<file path="config.mk">
export PLATFORM = sky130hd
export DESIGN_NAME = riscv_ras_stack
export DESIGN_NICKNAME = d
export VERILOG_FILES = /design/src/rtl/riscv_ras_stack.sv
export SDC_FILE = /design/constraint.sdc
export NUM_CORES = 1
export LEC_CHECK = 0
export CAP_MARGIN = 20
export CORE_MARGIN = 1
export CORE_UTILIZATION = 60
export DETAILED_ROUTE_END_ITERATION = 10
export DONT_BUFFER_PORTS = 1
export HOLD_SLACK_MARGIN = 0.1
export PLACE_DENSITY = 0.79
export SYNTH_ARGS = -nofsm -noshare
export SYNTH_HDL_FRONTEND = slang
export SYNTH_SLANG_ARGS = --single-unit
</file>
<file path="constraint.sdc">
create_clock -name i_clk -period 11.1 [get_ports i_clk]
set_clock_uncertainty 0.1 [all_clocks]
set_input_delay 2.22 -clock i_clk [delete_from_list [all_inputs] [get_ports i_clk]]
set_output_delay 2.22 -clock i_clk [all_outputs]
set_load 0.1 [all_outputs]
</file>
<file path="src/rtl/riscv_ras_stack.sv">
// Return-address stack: circular LIFO of predicted return addresses with
// top-of-stack and fill-count outputs for the fetch redirect and RAS control.
module riscv_ras_stack #(
  parameter int unsigned ADDR_WIDTH = 64,
  parameter int unsigned RAS_DEPTH  = 16
) (
  input  logic                  i_clk,
  input  logic                  i_rst,
  input  logic                  i_flush,
  input  logic                  i_push,
  input  logic                  i_pop,
  input  logic                  i_pop_then_push,
  input  logic [ADDR_WIDTH-1:0] i_ret_addr,
  output logic [ADDR_WIDTH-1:0] o_top_addr,
  output logic                  o_top_valid,
  output logic [ADDR_WIDTH-1:0] o_ras_addr,
  output logic                  o_overflow,
  output logic                  o_underflow
);

  localparam int unsigned PTR_W = $clog2(RAS_DEPTH);
  localparam int unsigned CNT_W = PTR_W + 1;
  localparam logic [CNT_W-1:0] CNT_FULL = CNT_W'(RAS_DEPTH);

  typedef enum logic [2:0] {
    OP_NONE,
    OP_FLUSH,
    OP_PTP,
    OP_PUSH,
    OP_POP
  } op_e;

  logic [ADDR_WIDTH-1:0] mem [RAS_DEPTH];
  logic [PTR_W-1:0]      tp;
  logic [CNT_W-1:0]      cnt;
  logic                  ovf_q;
  logic                  unf_q;

  op_e                   op;
  logic [PTR_W-1:0]      tp_nxt;
  logic [CNT_W-1:0]      cnt_nxt;
  logic                  ovf_nxt;
  logic                  unf_nxt;
  logic                  wr_en;
  logic [PTR_W-1:0]      wr_idx;
  logic                  empty;
  logic                  full;

  assign empty = (cnt == '0);
  assign full  = (cnt == CNT_FULL);

  // Resolve simultaneous commands by fixed priority: flush > pop_then_push > push > pop.
  always_comb begin
    op = OP_NONE;
    if (i_flush)              op = OP_FLUSH;
    else if (i_pop_then_push) op = OP_PTP;
    else if (i_push)          op = OP_PUSH;
    else if (i_pop)           op = OP_POP;
  end

  // Next pointer/count, array write strobe and error pulses for the chosen command.
  always_comb begin
    tp_nxt  = tp;
    cnt_nxt = cnt;
    ovf_nxt = 1'b0;
    unf_nxt = 1'b0;
    wr_en   = 1'b0;
    wr_idx  = tp;
    unique case (op)
      OP_FLUSH: begin
        tp_nxt  = '0;
        cnt_nxt = '0;
      end
      OP_PTP: begin
        if (empty) begin
          // Replacing a non-existent top degenerates into a plain push.
          tp_nxt  = tp + 1'b1;
          wr_idx  = tp + 1'b1;
          cnt_nxt = CNT_W'(1);
          unf_nxt = 1'b1;
        end else begin
          wr_idx = tp;
        end
        wr_en = 1'b1;
      end
      OP_PUSH: begin
        tp_nxt = tp + 1'b1;
        wr_idx = tp + 1'b1;
        wr_en  = 1'b1;
        if (full) ovf_nxt = 1'b1;
        else      cnt_nxt = cnt + 1'b1;
      end
      OP_POP: begin
        if (empty) begin
          unf_nxt = 1'b1;
        end else begin
          tp_nxt  = tp - 1'b1;
          cnt_nxt = cnt - 1'b1;
        end
      end
      default: ;
    endcase
  end

  // Pointer, count and pulse registers; reset discards any same-cycle command.
  always_ff @(posedge i_clk) begin
    if (i_rst) begin
      tp    <= '0;
      cnt   <= '0;
      ovf_q <= 1'b0;
      unf_q <= 1'b0;
    end else begin
      tp    <= tp_nxt;
      cnt   <= cnt_nxt;
      ovf_q <= ovf_nxt;
      unf_q <= unf_nxt;
    end
  end

  // Address array: never read while empty, so it carries no reset.
  always_ff @(posedge i_clk) begin
    if (wr_en && !i_rst) mem[wr_idx] <= i_ret_addr;
  end

  assign o_top_valid = !empty;
  assign o_top_addr  = empty ? '0 : mem[tp];
  assign o_ras_addr  = ADDR_WIDTH'(cnt);
  assign o_overflow  = ovf_q;
  assign o_underflow = unf_q;

endmodule

</file>
## After elaboration in Yosys (flattened, before gate mapping)

Memory sizes are Yosys's and may differ from the RTL's. A register that Yosys moved wholly into a read port is not among the register bits.
Cells that the tools add are included.

- Register bits: 11
- Bits in writable memories: 1024
- Input bits: 70
- Output and inout port bits: 131
- Word-level logic and storage cells: 50
- Memories: 1

Memories:

| memory | words | width | read ports | clocked after memory_dff | wr ports | RTL line | source |
|---|---|---|---|---|---|---|---|
| mem | 16 | 64 | 1 | 1 | 1 | 33 | `logic [ADDR_WIDTH-1:0] mem [RAS_DEPTH];` |

- Add/sub/neg operators: 4
- Equal/unequal tests: 8
- Multiplexer cells: 20
- Bitwise logic cells: 2
- Reduce and logical (&&, ||, !) cells: 11

Operators with widths:

| cell | count |
|---|---|
| 64-bit two-way mux | 1 |
| 5-bit one-hot mux with 4 select lines | 1 |
| 4-bit two-way mux | 4 |
| 4-bit one-hot mux with 4 select lines | 1 |
| 5-bit two-way mux | 3 |
| 3-bit two-way mux | 4 |
| 4-bit one-hot mux with 2 select lines | 1 |
| 2-bit OR reduction | 4 |
| 3-bit by 2-bit equality test with 1-bit output, second input constant | 2 |
| 2-bit != test, second input constant | 3 |
| 5-bit by 1-bit adder with 5-bit output, second input constant | 1 |
| 5-bit equality test, second input constant | 1 |
| 5-bit logical NOT | 1 |
| 1-bit two-way mux | 5 |
| 5-bit by 1-bit subtractor with 5-bit output, second input constant | 1 |
| 4-bit by 1-bit adder with 4-bit output, second input constant | 1 |
| 4-bit AND reduction | 1 |
| 4-bit nonzero test | 1 |
| 4-bit by 1-bit subtractor with 4-bit output, second input constant | 1 |
| 3-bit by 1-bit equality test with 1-bit output, second input constant | 1 |
| 3-bit equality test, second input constant | 1 |
| 1-bit logical NOT | 2 |
| 1-bit NOT | 2 |
| 2-bit AND reduction | 1 |
| 1-bit logical AND | 1 |

## Longest topological paths before layout

Gate-level depths: netlist (run 1).

- Depth in word-level cells: 10
- Depth in mapped cells: 9
- Gate-level depth less buffers: 7

## Least setup slack after synthesis (run 1)

Ideal clock, no wire load.

- Path type: input to register
- Start: input port i_flush
- End: memory mem[4][0], enable pin
- Library setup time: 0.643 ns
- Data arrival time: 9.298 ns
- Data required time: 10.357 ns
- Path slack: 1.059 ns
- Stages: 5
- Path buffers: 1
- Cell sequence: buf_6 nor3b_1 a211oi_1 a211o_2 nor4_1

- Longest elaborated chain between the ends: 7
- Elaborated cells between the ends (all ways): 9
- Those cells by class: eq/ne: 2; mux: 5; reduce/logical: 2

Ends and longest elaborated chain:

| what | RTL line | source |
|---|---|---|
| start: declaration | 9 | `input logic i_flush,` |
| 3-bit two-way mux * | 55 | `if (i_flush) op = OP_FLUSH;` |
| 3-bit by 2-bit equality test with 1-bit output | 69 | `unique case (op)` |
| 2-bit OR reduction (no source line) | -- |  |
| 1-bit two-way mux | 69 |  |
| 1-bit logical AND | 122 | `if (wr_en && !i_rst) mem[wr_idx] <= i_ret_addr;` |
| 1-bit two-way mux | 122 |  |
| 1-bit two-way mux (implied by the code) | 122 |  |
| end: declaration | 33 |  |

Mark *: on every way between the ends. The rest lies on a longest branch, timed or not.

## Final worst setup path (run 1)

- Start: register cnt[1]
- End: output port o_top_addr[47]

- Longest elaborated chain between the ends: 2

Ends and longest elaborated chain:

| what | RTL line | source |
|---|---|---|
| start: declaration | 35 | `logic [CNT_W-1:0] cnt;` |
| start signal: assignment | 114 | `cnt <= cnt_nxt;` |
| 5-bit logical NOT | 49 | `assign empty = (cnt == '0);` |
| 64-bit two-way mux | 126 | `assign o_top_addr = empty ? '0 : mem[tp];` |
| end: declaration | 14 | `output logic [ADDR_WIDTH-1:0] o_top_addr,` |

No other way between the ends.

==> metrics.log, run 1 <==
[metrics] part of the Yosys area used for sequential elements: 0.770
[metrics] buffer count from post-CTS setup fixing: 0
[metrics] worst-case headroom to the max-slew limit: 0.215
[metrics] worst supply voltage drop on vdd: approximately 0.00015 V
[metrics] end of the worst register-to-register path: mem[9][37]
[metrics] largest net degree at the start of global routing: approximately 160
[metrics] total routed wirelength: around 87000 µm
[metrics] wire length per cell after detailed routing: between 30 and 40 µm
[metrics] count of pins over their slew limit: 0
[metrics] Top-Level Pins: between 200 and 250
[metrics] first-pass GRT wire length: about 130000 µm
[metrics] signal arrival time at the worst endpoint: between 4000 and 5000 ps
[metrics] prevailing post-synth register cell: sky130_fd_sc_hd__edfxtp_1
[metrics] width of the die: ~260 µm
[metrics] top cell type's share of synthesized area: 0.763
[metrics] DRT iter0 DRCs: ~2.0k
[metrics] most instantiated library cell after synthesis: sky130_fd_sc_hd__edfxtp_1
[metrics] number of synthesized flops with an enable pin: just over 1k
[metrics] type of the most critical hold path: flop to flop
[metrics] setup repair after global routing missed its margin: false
[metrics] Hold Path Depth: 2
[metrics] share of the clock period used by the worst path after layout: 0.656
[metrics] critical path launch point type: flop
[metrics] height of the die: ~260 µm
[metrics] DR WL met2: 43800 µm
[metrics] final core utilization: 0.683
[metrics] length of routed met3 wiring: ~7900 µm
[metrics] share of post-route cells with drive strength above 1: 0.294
[metrics] category of the worst setup path capture point: output pin
[metrics] Max Clk Rate: about 140 MHz
[metrics] Post-CTS Hold Buffers: 0
[metrics] number of instances in the synthesized netlist: between 1.5k and 2k
[metrics] Worst R2R Setup Slack: between 6000 and 7000 ps
[metrics] topmost layer with routed signal wires: met4
[metrics] number of design rule violations left after detail routing: 12
[metrics] Async SR Flop Fraction: 0
[metrics] critical path data required time: between 8000 and 9000 ps
[metrics] DR vias: roughly 19k
[metrics] post-route antenna net violation count: 0
[metrics] number of buffers on the longest clock path: 3
[metrics] shortest clock period the worst path allows after layout: between 7000 and 8000 ps
[metrics] insertion delay to the later sink of the worst-skew pair: around 670 ps
[metrics] cell chosen for the clock root: sky130_fd_sc_hd__clkbuf_16
[metrics] number of buffer cells added on primary ports: 0
[metrics] global route overflow: 0
[metrics] number of cell rows: 94
[metrics] TritonCTS clock tree: done
[metrics] met1 wire length: ~33000 µm
[metrics] post-synthesis instance area: 40300 µm²
[metrics] Post-DP HPWL: 42200 µm
[metrics] leakage power: 13.6 nW
[metrics] cell types with the highest counts after synthesis: 1024 x sky130_fd_sc_hd__edfxtp_1, 256 x sky130_fd_sc_hd__mux4_2, 131 x sky130_fd_sc_hd__mux2i_1
[metrics] hold slack final: 447 ps
[metrics] CP Launch Point: cnt[1]
[metrics] drt first pass iters: 11
[metrics] total routing resource utilization after global routing: 0.260
[metrics] Final Hold Viols: 0
[metrics] yosys synthesis warning count: 0
[metrics] largest area contributor in the netlist: sky130_fd_sc_hd__edfxtp_1
[metrics] result of the run: finished with violations
[metrics] via count of the first global-routing pass: between 15k and 20k
[metrics] total negative slack for setup checks: 0 ps
[metrics] number of synthesized register bits: approximately 1.0k
[metrics] startpoint of the tightest hold check path: tp[3]
[metrics] DIE AREA: between 60000 and 70000 µm²
[metrics] antenna violations before repair: 0
[metrics] maximum fanout along the worst path: 38
[metrics] Mean Syn Cell Area: 22.7 µm²
[metrics] max-capacitance violation count: 0
[metrics] cells on worst reg2reg path: 6
[metrics] area overhead of the layout relative to synthesis: 12.1%
[metrics] global placement routability congestion: ~0.76
[metrics] Final setup viols: 0
[metrics] drt via density: ~6.7
[metrics] clock edge transition at the registers on the reported setup and hold paths: around 60 ps
[metrics] number of H-tree branching levels: 3
[metrics] class of the most critical setup path: flop to output pin
[metrics] power density relative to cell area: ~180 nW/µm²
[metrics] Core ar.: between 60000 and 70000 µm²
[metrics] Final Net Count: around 1.9k
[metrics] cell types with the largest area share after synthesis: sky130_fd_sc_hd__edfxtp_1 76%, sky130_fd_sc_hd__mux4_2 14%, sky130_fd_sc_hd__mux2i_1 3.3%
[metrics] number of buffers created by CTS: just under 100
[metrics] initial cell density of the core: 0.610
[metrics] worst r2r src: cnt[1]
[metrics] post-cts repair resize count: 0
[metrics] clock sinks: around 1.0k
[metrics] slew at the pin with the worst max-slew slack: 1180 ps
[metrics] violated checks: design-rule violations
[metrics] library cells used by synthesis: 55
## flip-flops by register name, summed over array words and instances (netlist names), named ones only
signal       flops
cnt              5
tp               4
mem           1024
o_overflow       1
o_underflow      1
## per-layer routing
metal	track usage	vias to the layer above
met5	0	-
met4	0.0848	0
met3	0.0550	145
met2	0.422	1004
met1	0.358	9882
li1	-	7600
## power breakdown
group / internal (mW) / leakage, nW / switching [mW]
combinational: 0.205 / 2.72 / 0.494
sequential: 4.34 / 9.34 / 0.0146
clock: 1.84 / 1.53 / 1.43
## cell families (layout without fill, tap and decap cells)
family,after synthesis,count (layout),synth area share
adders and majority gates,6,6,0.00205
buffers and inverters,161,261,0.0222
other,1,60,0.0000930
and+or+nand+nor,59,59,0.00847
AOI/OAI and AO/OA,118,118,0.0202
muxes,388,388,0.176
xor gates and xnor gates,4,4,0.000869
DFF,1039,1039,0.770
## critical path: stages (launching register included)
cell	delay [ps]
sky130_fd_sc_hd__dfxtp_1	710
sky130_fd_sc_hd__nor4_2	1040
sky130_fd_sc_hd__nand2_1	450
sky130_fd_sc_hd__nand2_4	640
sky130_fd_sc_hd__buf_4	760
sky130_fd_sc_hd__o22ai_2	580
## placed cells by master (no fill, tap or decap), drive strengths merged, types with 2 or more instances in the layout
master and instances:
a2111oi 2, conb 59, o32ai 3, xnor2 3
o211ai 2, a211oi 9, nor2b 2, mux4 256
nand4b 2, mux2i 132, o22ai 65, nor4 5
ha 5, a21oi 10, edfxtp 1024, clkinvlp 6
bufinv 9, nand2 7, o32a 2, nor3b 2
nor2 8, nand3 3, nor3 17, or3 2
buf 73, a31oi 6, a211o 2, clkinv 50
a22oi 2, or2 2, clkbuf 114, a21o 4
o21bai 2, inv 9, dfxtp 15, nand2b 4
o21ai 4
## layout make-up
type / instances / area (µm²)
Timing Repair Buffer: 73 / 748
Tap cell: 864 / 1080
Sequential cell: 1039 / 31100
Fill cell: 3861 / 20900
Clock inverter: 67 / 641
Clock buffer: 114 / 2510
Antenna cell: 1 / 2.50
Inverter: 7 / 26.3
Multi-Input combinational cell: 634 / 9100
## metrics by stage
stage | std cells | total power [mW] | instance area [µm²] | setup WS, ps
3_5_place_dp | 2613 | 5.13 | 42000 | 4640
6_report | 2799 | 8.32 | 45200 | 3820
2_1_floorplan | 1834 | 5.02 | 40500 | 1060
5_1_grt | 2798 | 8.53 | 45200 | 3720
3_3_place_gp | 2606 | 5.11 | 41800 | 4790
4_1_cts | 2794 | 8.37 | 45100 | 3890
## how the worst max path moves through the flow
stage                     end  slack (ps)  cells after the start
2_1_floorplan       mem[4][0]        1060                      5
3_3_place_gp   o_top_addr[49]        4790                      5
3_5_place_dp   o_top_addr[49]        4640                      5
4_1_cts        o_top_addr[47]        3890                      5
5_1_grt        o_top_addr[49]        3720                      5
6_report       o_top_addr[47]        3820                      5
No activity file was read; power rests on OpenSTA's default activity.
==> inputs of run 2 (changes only) <==
--- a/config.mk
+++ b/config.mk
@@ -7,11 +7,11 @@
 export LEC_CHECK = 0
 export CAP_MARGIN = 20
 export CORE_MARGIN = 1
-export CORE_UTILIZATION = 60
+export CORE_UTILIZATION = 57
 export DETAILED_ROUTE_END_ITERATION = 10
 export DONT_BUFFER_PORTS = 1
 export HOLD_SLACK_MARGIN = 0.1
-export PLACE_DENSITY = 0.79
+export PLACE_DENSITY = 0.78
 export SYNTH_ARGS = -nofsm -noshare
 export SYNTH_HDL_FRONTEND = slang
 export SYNTH_SLANG_ARGS = --single-unit
==> constraint.sdc (replaced) <==
create_clock -name i_clk -period 6.15 [get_ports i_clk]
set_clock_uncertainty 0.1 [all_clocks]
set_input_delay 1.23 -clock i_clk [delete_from_list [all_inputs] [get_ports i_clk]]
set_output_delay 1.23 -clock i_clk [all_outputs]
set_load 0.1 [all_outputs]
==> metrics.log, run 2 (same netlist as run 1, synthesis figures left out) <==
[metrics] count of pins over their slew limit: 0 (unchanged)
[metrics] width of the die: 268 µm (+2.6%)
[metrics] max-capacitance violation count: 0 (unchanged)
[metrics] topmost layer with routed signal wires: met4
[metrics] leakage power: 13.9 nW (+2.0%)
[metrics] post-route design area: 45600 µm² (+1.0%)
[metrics] DIE AREA: 71800 µm² (+5.2%)
[metrics] DR vias: 18.9k (+1.4%)
[metrics] Post-CTS Hold Buffers: 0 (unchanged)
[metrics] drt first pass iters: 5 (-6)
[metrics] number of design rule violations left after detail routing: 0 (-12)
[metrics] internal power of the cells: 11.5 mW (+80%)
[metrics] number of cell rows: 97 (+3.2%)
[metrics] total routing resource utilization after global routing: 0.243 (-0.0166)
[metrics] worst supply voltage drop on vdd: 0.000241 V (+60%)
[metrics] drt via density: 6.47 (-2.8%)
[metrics] cell chosen for the clock root: sky130_fd_sc_hd__clkbuf_16
[metrics] most common cell after layout, fill and taps aside: sky130_fd_sc_hd__edfxtp_1
[metrics] post-route antenna net violation count: 0 (unchanged)
[metrics] via count of the first global-routing pass: 19.3k (+0.97%)
[metrics] area overhead of the layout relative to synthesis: 13.2%
[metrics] length of routed met3 wiring: 7280 µm (-8.1%)
[metrics] TritonCTS clock tree: done
[metrics] Final Hold Viols: 0 (unchanged)
[metrics] registers with the highest flip-flop counts: mem: 1024 flops, cnt: 5 flops, tp: 4 flops
[metrics] buffer count from post-CTS setup fixing: 0 (unchanged)
[metrics] Placement Cell Area: 42400 µm² (+1.1%)
[metrics] DRT iter0 DRCs: 1741 (-13%)
[metrics] largest net degree at the start of global routing: 79 (-49%)
[metrics] Final Net Count: 1971 (+2.2%)
[metrics] antenna violations before repair: 0 (unchanged)
[metrics] clock edge transition at the registers on the reported setup and hold paths: 70 ps (about the same)
[metrics] switch share: 0.235 (+0.00153)
[metrics] Sw Pwr: 3.53 mW (+82%)
[metrics] wire length per cell after detailed routing: 29.3 µm (-5.9%)
[metrics] Largest register FFs: 1024 (unchanged)
[metrics] met1 wire length: 32400 µm (-2.1%)
[metrics] diode count: 0 (-1)
[metrics] Top-Level Pins: 201 (unchanged)
[metrics] initial cell density of the core: 0.576 (-0.0342)
[metrics] critical path launch point type: flop
[metrics] maximum fanout along the worst path: 34 (-11%)
[metrics] global placement routability congestion: 0.829 (+8.8%)
[metrics] share of the clock period used by the worst path after layout: 0.922
[metrics] number of instances in the placed design: 2731 (+4.5%)
[metrics] clock group share of total power: 0.392 (about the same)
[metrics] class of the most critical setup path: flop to output pin
[metrics] type of the most critical hold path: flop to flop
[metrics] Final setup viols: 0 (unchanged)
[metrics] clock sinks: 1039 (unchanged)
[metrics] power density relative to cell area: 330 nW/µm² (+79%)
[metrics] Largest Register: mem
[metrics] setup repair after global routing missed its margin: false
[metrics] number of H-tree branching levels: 3 (unchanged)
[metrics] Final Instance Count excl. Fillers: 2921 (+4.4%)
[metrics] Post-DP HPWL: 43200 µm (+2.6%)
[metrics] Core ar.: 70000 µm² (+5.9%)
[metrics] proportion of power drawn by flip-flops and latches: 0.524 (about the same)
[metrics] number of buffers created by CTS: 100 (+3.1%)
[metrics] number of buffers on the longest clock path: 3 (unchanged)
[metrics] worst-case headroom to the max-slew limit: 0.225 (+0.00982)
[metrics] number of buffer cells added on primary ports: 0 (unchanged)
[metrics] insertion delay to the later sink of the worst-skew pair: 660 ps (about the same)
[metrics] DR WL met2: 43700 µm (-0.22%)
[metrics] post-cts repair resize count: 0 (unchanged)
[metrics] first-pass GRT wire length: 125000 µm (-0.62%)
[metrics] most frequent cells in the layout: 1024 x sky130_fd_sc_hd__edfxtp_1, 256 x sky130_fd_sc_hd__mux4_2, 131 x sky130_fd_sc_hd__mux2i_1, 101 x sky130_fd_sc_hd__clkbuf_16, 96 x sky130_fd_sc_hd__buf_4
[metrics] Max Clk Rate: between 150 and 200 MHz
[metrics] global route overflow: 0 (unchanged)
[metrics] total routed wirelength: 85500 µm (-1.8%)
[metrics] signal arrival time at the worst endpoint: 4340 ps (-620 ps)
[metrics] critical path data required time: 4820 ps (-3960 ps)
[metrics] slew at the pin with the worst max-slew slack: 1160 ps (-19.0 ps)
[metrics] Fillers: 4274 (+11%)
[metrics] proportion of power drawn by combinational gates: 0.084 (about the same)
[metrics] height of the die: 268 µm (+2.6%)
[metrics] result of the run: finished, final reports clean
[metrics] shortest clock period the worst path allows after layout: between 5000 and 6000 ps
[metrics] share of post-route cells with drive strength above 1: 0.306 (+0.0122)
[metrics] category of the worst setup path capture point: output pin
==> run 2: through the flow <==
step / setup TNS, ps / util / hold WS [ps] / setup WS [ps] / total power, mW
floorplan: -458170 / - / 403 / -1190 / 9.05
global placement: 0 / 0.606 / 430 / 1460 / 9.27
detailed placement: 0 / 0.606 / 446 / 1240 / 9.29
CTS: 0 / 0.651 / 455 / 433 / 15.1
global route: 0 / 0.652 / 483 / 327 / 15.4
finish: 0 / 0.652 / 461 / 482 / 15.0
==> run 2: layer usage <==
metal,global-route usage,vias to the layer above
li1,-,7687
met5,0,-
met1,0.331,10000
met2,0.403,1033
met3,0.0465,136
met4,0.0780,0
==> run 2: final cells by class <==
| class | count | area [µm²] | area share |
|---|---|---|---|
| sequential | 1039 | 31100 | 0.681 |
| multi-input combinational | 634 | 9150 | 0.200 |
| clock buffer | 118 | 2590 | 0.0568 |
| tap | 940 | 1180 | 0.0258 |
| timing repair buffer | 113 | 1050 | 0.0231 |
| clock inverter | 70 | 581 | 0.0127 |
| inverter | 7 | 26.3 | 0.000576 |
==> run 2: power groups by stage <==
| stage | logic (mW) | registers [mW] | clock network [mW] |
|---|---|---|---|
| 6_report | 1.27 | 7.88 | 5.90 |
| 4_1_cts | 1.27 | 7.88 | 5.97 |
| 5_1_grt | 1.32 | 7.88 | 6.24 |
| 3_3_place_gp | 1.25 | 8.03 | 0 |
| 2_1_floorplan | 1.05 | 8.01 | 0 |
| 3_5_place_dp | 1.26 | 8.03 | 0 |
==> run 2: path summary, 6_finish.rpt <==
kind | startpoint | endpoint | slack [ps] | cells past startpoint
hold reg to reg | tp[3] | flop | 460 | 2
setup / recovery | cnt[1] | o_top_addr[13] | 480 | 6
hold / removal | tp[3] | flop | 460 | 2
setup reg to reg | cnt[1] | mem[9][35] | 1400 | 5
==> run 2: critical path, stage by stage, from the launching register on <==
cell                      delay [ps]
sky130_fd_sc_hd__dfxtp_1         710
sky130_fd_sc_hd__nor4_2         1030
sky130_fd_sc_hd__nand2_1         420
sky130_fd_sc_hd__nand2_4         640
sky130_fd_sc_hd__buf_12          350
sky130_fd_sc_hd__o22ai_2         150
sky130_fd_sc_hd__buf_4           250
==> inputs of run 3 (changes only) <==
--- a/config.mk
+++ b/config.mk
@@ -8,6 +8,7 @@
 export CAP_MARGIN = 20
 export CORE_MARGIN = 1
 export CORE_UTILIZATION = 57
+export CTS_CLUSTER_SIZE = 14
 export DETAILED_ROUTE_END_ITERATION = 10
 export DONT_BUFFER_PORTS = 1
 export HOLD_SLACK_MARGIN = 0.1
==> metrics.log, run 3 (same netlist as run 1, synthesis figures left out) <==
[metrics] result of the run: finished, final reports clean
[metrics] cell at the slowest stage of the critical path: sky130_fd_sc_hd__nor4_2
[metrics] buffer count from post-CTS setup fixing: 0 (unchanged)
[metrics] diode count: 0 (unchanged)
[metrics] cells on worst reg2reg path: 5 (unchanged)
[metrics] clock group share of total power: 0.399 (+0.007)
[metrics] shortest clock period the worst path allows after layout: 5710 ps (+38.5 ps)
[metrics] total routed wirelength: 86100 µm (+0.80%)
[metrics] CP peak stage delay: 1050 ps (+20 ps)
[metrics] slew at the pin with the worst max-slew slack: 1170 ps (+11.9 ps)
[metrics] startpoint of the tightest hold check path: tp[3]
[metrics] number of buffers on the longest clock path: 3 (unchanged)
[metrics] drt via density: 6.45 (-0.24%)
[metrics] category of the worst setup path capture point: output pin
[metrics] Post-DP HPWL: 43200 µm (unchanged)
[metrics] proportion of power drawn by flip-flops and latches: 0.518 (-0.006)
[metrics] list of cells traversed by the critical path: nor4_2 > nand2_1 > nand2b_4 > buf_12 > o22ai_2 > buf_4
[metrics] area overhead of the layout relative to synthesis: 13.4%
[metrics] total routing resource utilization after global routing: 0.244 (+0.00108)
[metrics] clock edge transition at the registers on the reported setup and hold paths: 70 ps (about the same)
[metrics] largest net degree at the start of global routing: 79 (unchanged)
[metrics] Top-Level Pins: 201 (unchanged)
[metrics] antenna violations before repair: 0 (unchanged)
[metrics] post-route antenna net violation count: 0 (unchanged)
[metrics] share of the clock period used by the worst path after layout: 0.928 (+0.00625)
[metrics] Largest Register: mem
[metrics] met3 Use GR: 0.0476 (+0.00101)
[metrics] number of buffer cells added on primary ports: 0 (unchanged)
[metrics] setup repair after global routing missed its margin: false
[metrics] Max Clk Rate: 175 MHz (-0.67%)
[metrics] worst r2r src: cnt[1]
[metrics] height of the die: 268 µm (unchanged)
[metrics] critical path data required time: 4820 ps (about the same)
[metrics] width of the die: 268 µm (unchanged)
[metrics] most common cell after layout, fill and taps aside: sky130_fd_sc_hd__edfxtp_1
[metrics] worst-case headroom to the max-slew limit: 0.217 (-0.00795)
[metrics] drt first pass iters: 7 (+2)
[metrics] TritonCTS clock tree: done
[metrics] initial cell density of the core: 0.576 (unchanged)
[metrics] Hold Path Depth: 2 (unchanged)
[metrics] critical path launch point type: flop
[metrics] number of cell rows: 97 (unchanged)
[metrics] DRT iter0 DRCs: 1866 (+7.2%)
[metrics] internal power of the cells: 11.7 mW (+1.4%)
[metrics] final core utilization: 0.653 (+0.00116)
[metrics] end of the worst register-to-register path: mem[9][35]
[metrics] Final Instance Count excl. Fillers: 2920 (-0.034%)
[metrics] Sw Pwr: 3.53 mW (+0.13%)
[metrics] via count of the first global-routing pass: 19.3k (-0.021%)
[metrics] proportion of power drawn by combinational gates: 0.084 (about the same)
[metrics] class of the most critical setup path: flop to output pin
[metrics] GRT met1 Usage: 0.331 (+0.000849)
[metrics] first-pass GRT wire length: 126000 µm (+0.34%)
[metrics] Fillers: 4259 (-0.35%)
[metrics] global placement routability congestion: 0.829 (unchanged)
[metrics] leakage power: 13.9 nW (+0.36%)
[metrics] Core ar.: 70000 µm² (unchanged)
[metrics] met2 usage in global routing: 0.405 (+0.00203)
[metrics] post-cts repair resize count: 0 (unchanged)
[metrics] DR vias: 18.8k (-0.28%)
[metrics] clock sinks: 1039 (unchanged)
[metrics] power density relative to cell area: 333 nW/µm² (+0.94%)
[metrics] Post-CTS Hold Buffers: 0 (unchanged)
[metrics] max-capacitance violation count: 0 (unchanged)
[metrics] number of instances in the placed design: 2731 (unchanged)
[metrics] DIE AREA: 71800 µm² (unchanged)
[metrics] global route overflow: 0 (unchanged)
[metrics] maximum fanout along the worst path: 34 (unchanged)
[metrics] cell chosen for the clock root: sky130_fd_sc_hd__clkbuf_16
[metrics] Final Net Count: 1971 (unchanged)
[metrics] wire length per cell after detailed routing: 29.5 µm (+0.83%)
[metrics] number of H-tree branching levels: 3 (unchanged)
[metrics] most frequent cells in the layout: 1024 x sky130_fd_sc_hd__edfxtp_1, 256 x sky130_fd_sc_hd__mux4_2, 131 x sky130_fd_sc_hd__mux2i_1, 101 x sky130_fd_sc_hd__clkbuf_16, 96 x sky130_fd_sc_hd__buf_4
[metrics] worst supply voltage drop on vdd: 0.000241 V (about the same)
[metrics] Worst R2R Setup Slack: 1400 ps (about the same)
[metrics] number of design rule violations left after detail routing: 0 (unchanged)
[metrics] registers with the highest flip-flop counts: mem: 1024 flops, cnt: 5 flops, tp: 4 flops
[metrics] switch share: 0.232 (-0.00229)
[metrics] signal arrival time at the worst endpoint: 4380 ps (+40 ps)
[metrics] number of buffers created by CTS: 100 (unchanged)
[metrics] Largest register FFs: 1024 (unchanged)
[metrics] type of the most critical hold path: flop to flop
[metrics] Final setup viols: 0 (unchanged)
[metrics] most heavily used metal layer in global routing: met2
[metrics] share of post-route cells with drive strength above 1: 0.307 (about the same)
[metrics] insertion delay to the later sink of the worst-skew pair: 660 ps (about the same)
[metrics] Final Hold Viols: 0 (unchanged)
[metrics] count of pins over their slew limit: 0 (unchanged)
==> run 3: layout make-up <==
class | count | area, µm² | share of cell area
Sequential cell | 1039 | 31100 | 0.679
Tap cell | 940 | 1180 | 0.0257
Clock buffer | 119 | 2590 | 0.0568
Multi-Input combinational cell | 634 | 9150 | 0.200
Inverter | 7 | 26.3 | 0.000575
Timing Repair Buffer | 113 | 1050 | 0.0230
Clock inverter | 68 | 658 | 0.0144
==> run 3: worst max path at each step <==
stage	end	cells after the start	from	slack, ps
4_1_cts	o_top_addr[13]	6	cnt[0]	430
3_3_place_gp	o_top_addr[3]	6	cnt[0]	1460
3_5_place_dp	o_top_addr[5]	6	cnt[0]	1240
5_1_grt	o_top_addr[10]	6	cnt[1]	330
6_report	o_top_addr[14]	6	cnt[1]	440
2_1_floorplan	mem[1][0]	5	i_flush	-1190
==> run 3: routing by layer <==
layer  up-vias  share of wire
met3       142          0.082
li1       7685              -
met4         0          0.024
met2       962           0.51
met5         -              0
met1     10100           0.38
==> run 3: through the flow <==
stage	power (mW)	instance area, µm²	TNS (ps)	worst slack [ps]	hold slack, ps
after floorplan	9.05	40600	-458170	-1190	403
after global placement	9.27	42400	0	1460	430
after detailed placement	9.29	42400	0	1240	446
after CTS	15.3	45700	0	434	455
after global routing	15.6	45700	0	326	483
final	15.2	45700	0	444	452
==> run 3: worst max-delay path, delay by kind of cell, from the launching register on <==
family | cells | cell delay (ps)
DFF | 1 | 720
and+or+nand+nor | 3 | 2140
AOI/OAI and AO/OA | 1 | 130
buffers and inverters | 2 | 570
==> run 3: power groups by stage <==
stage	Combinational, mW	Sequential (mW)	Clock (mW)
after floorplan	1.05	8.01	0
after global placement	1.25	8.03	0
after detailed placement	1.26	8.03	0
after CTS	1.27	7.88	6.13
after global routing	1.32	7.88	6.39
final	1.27	7.88	6.06
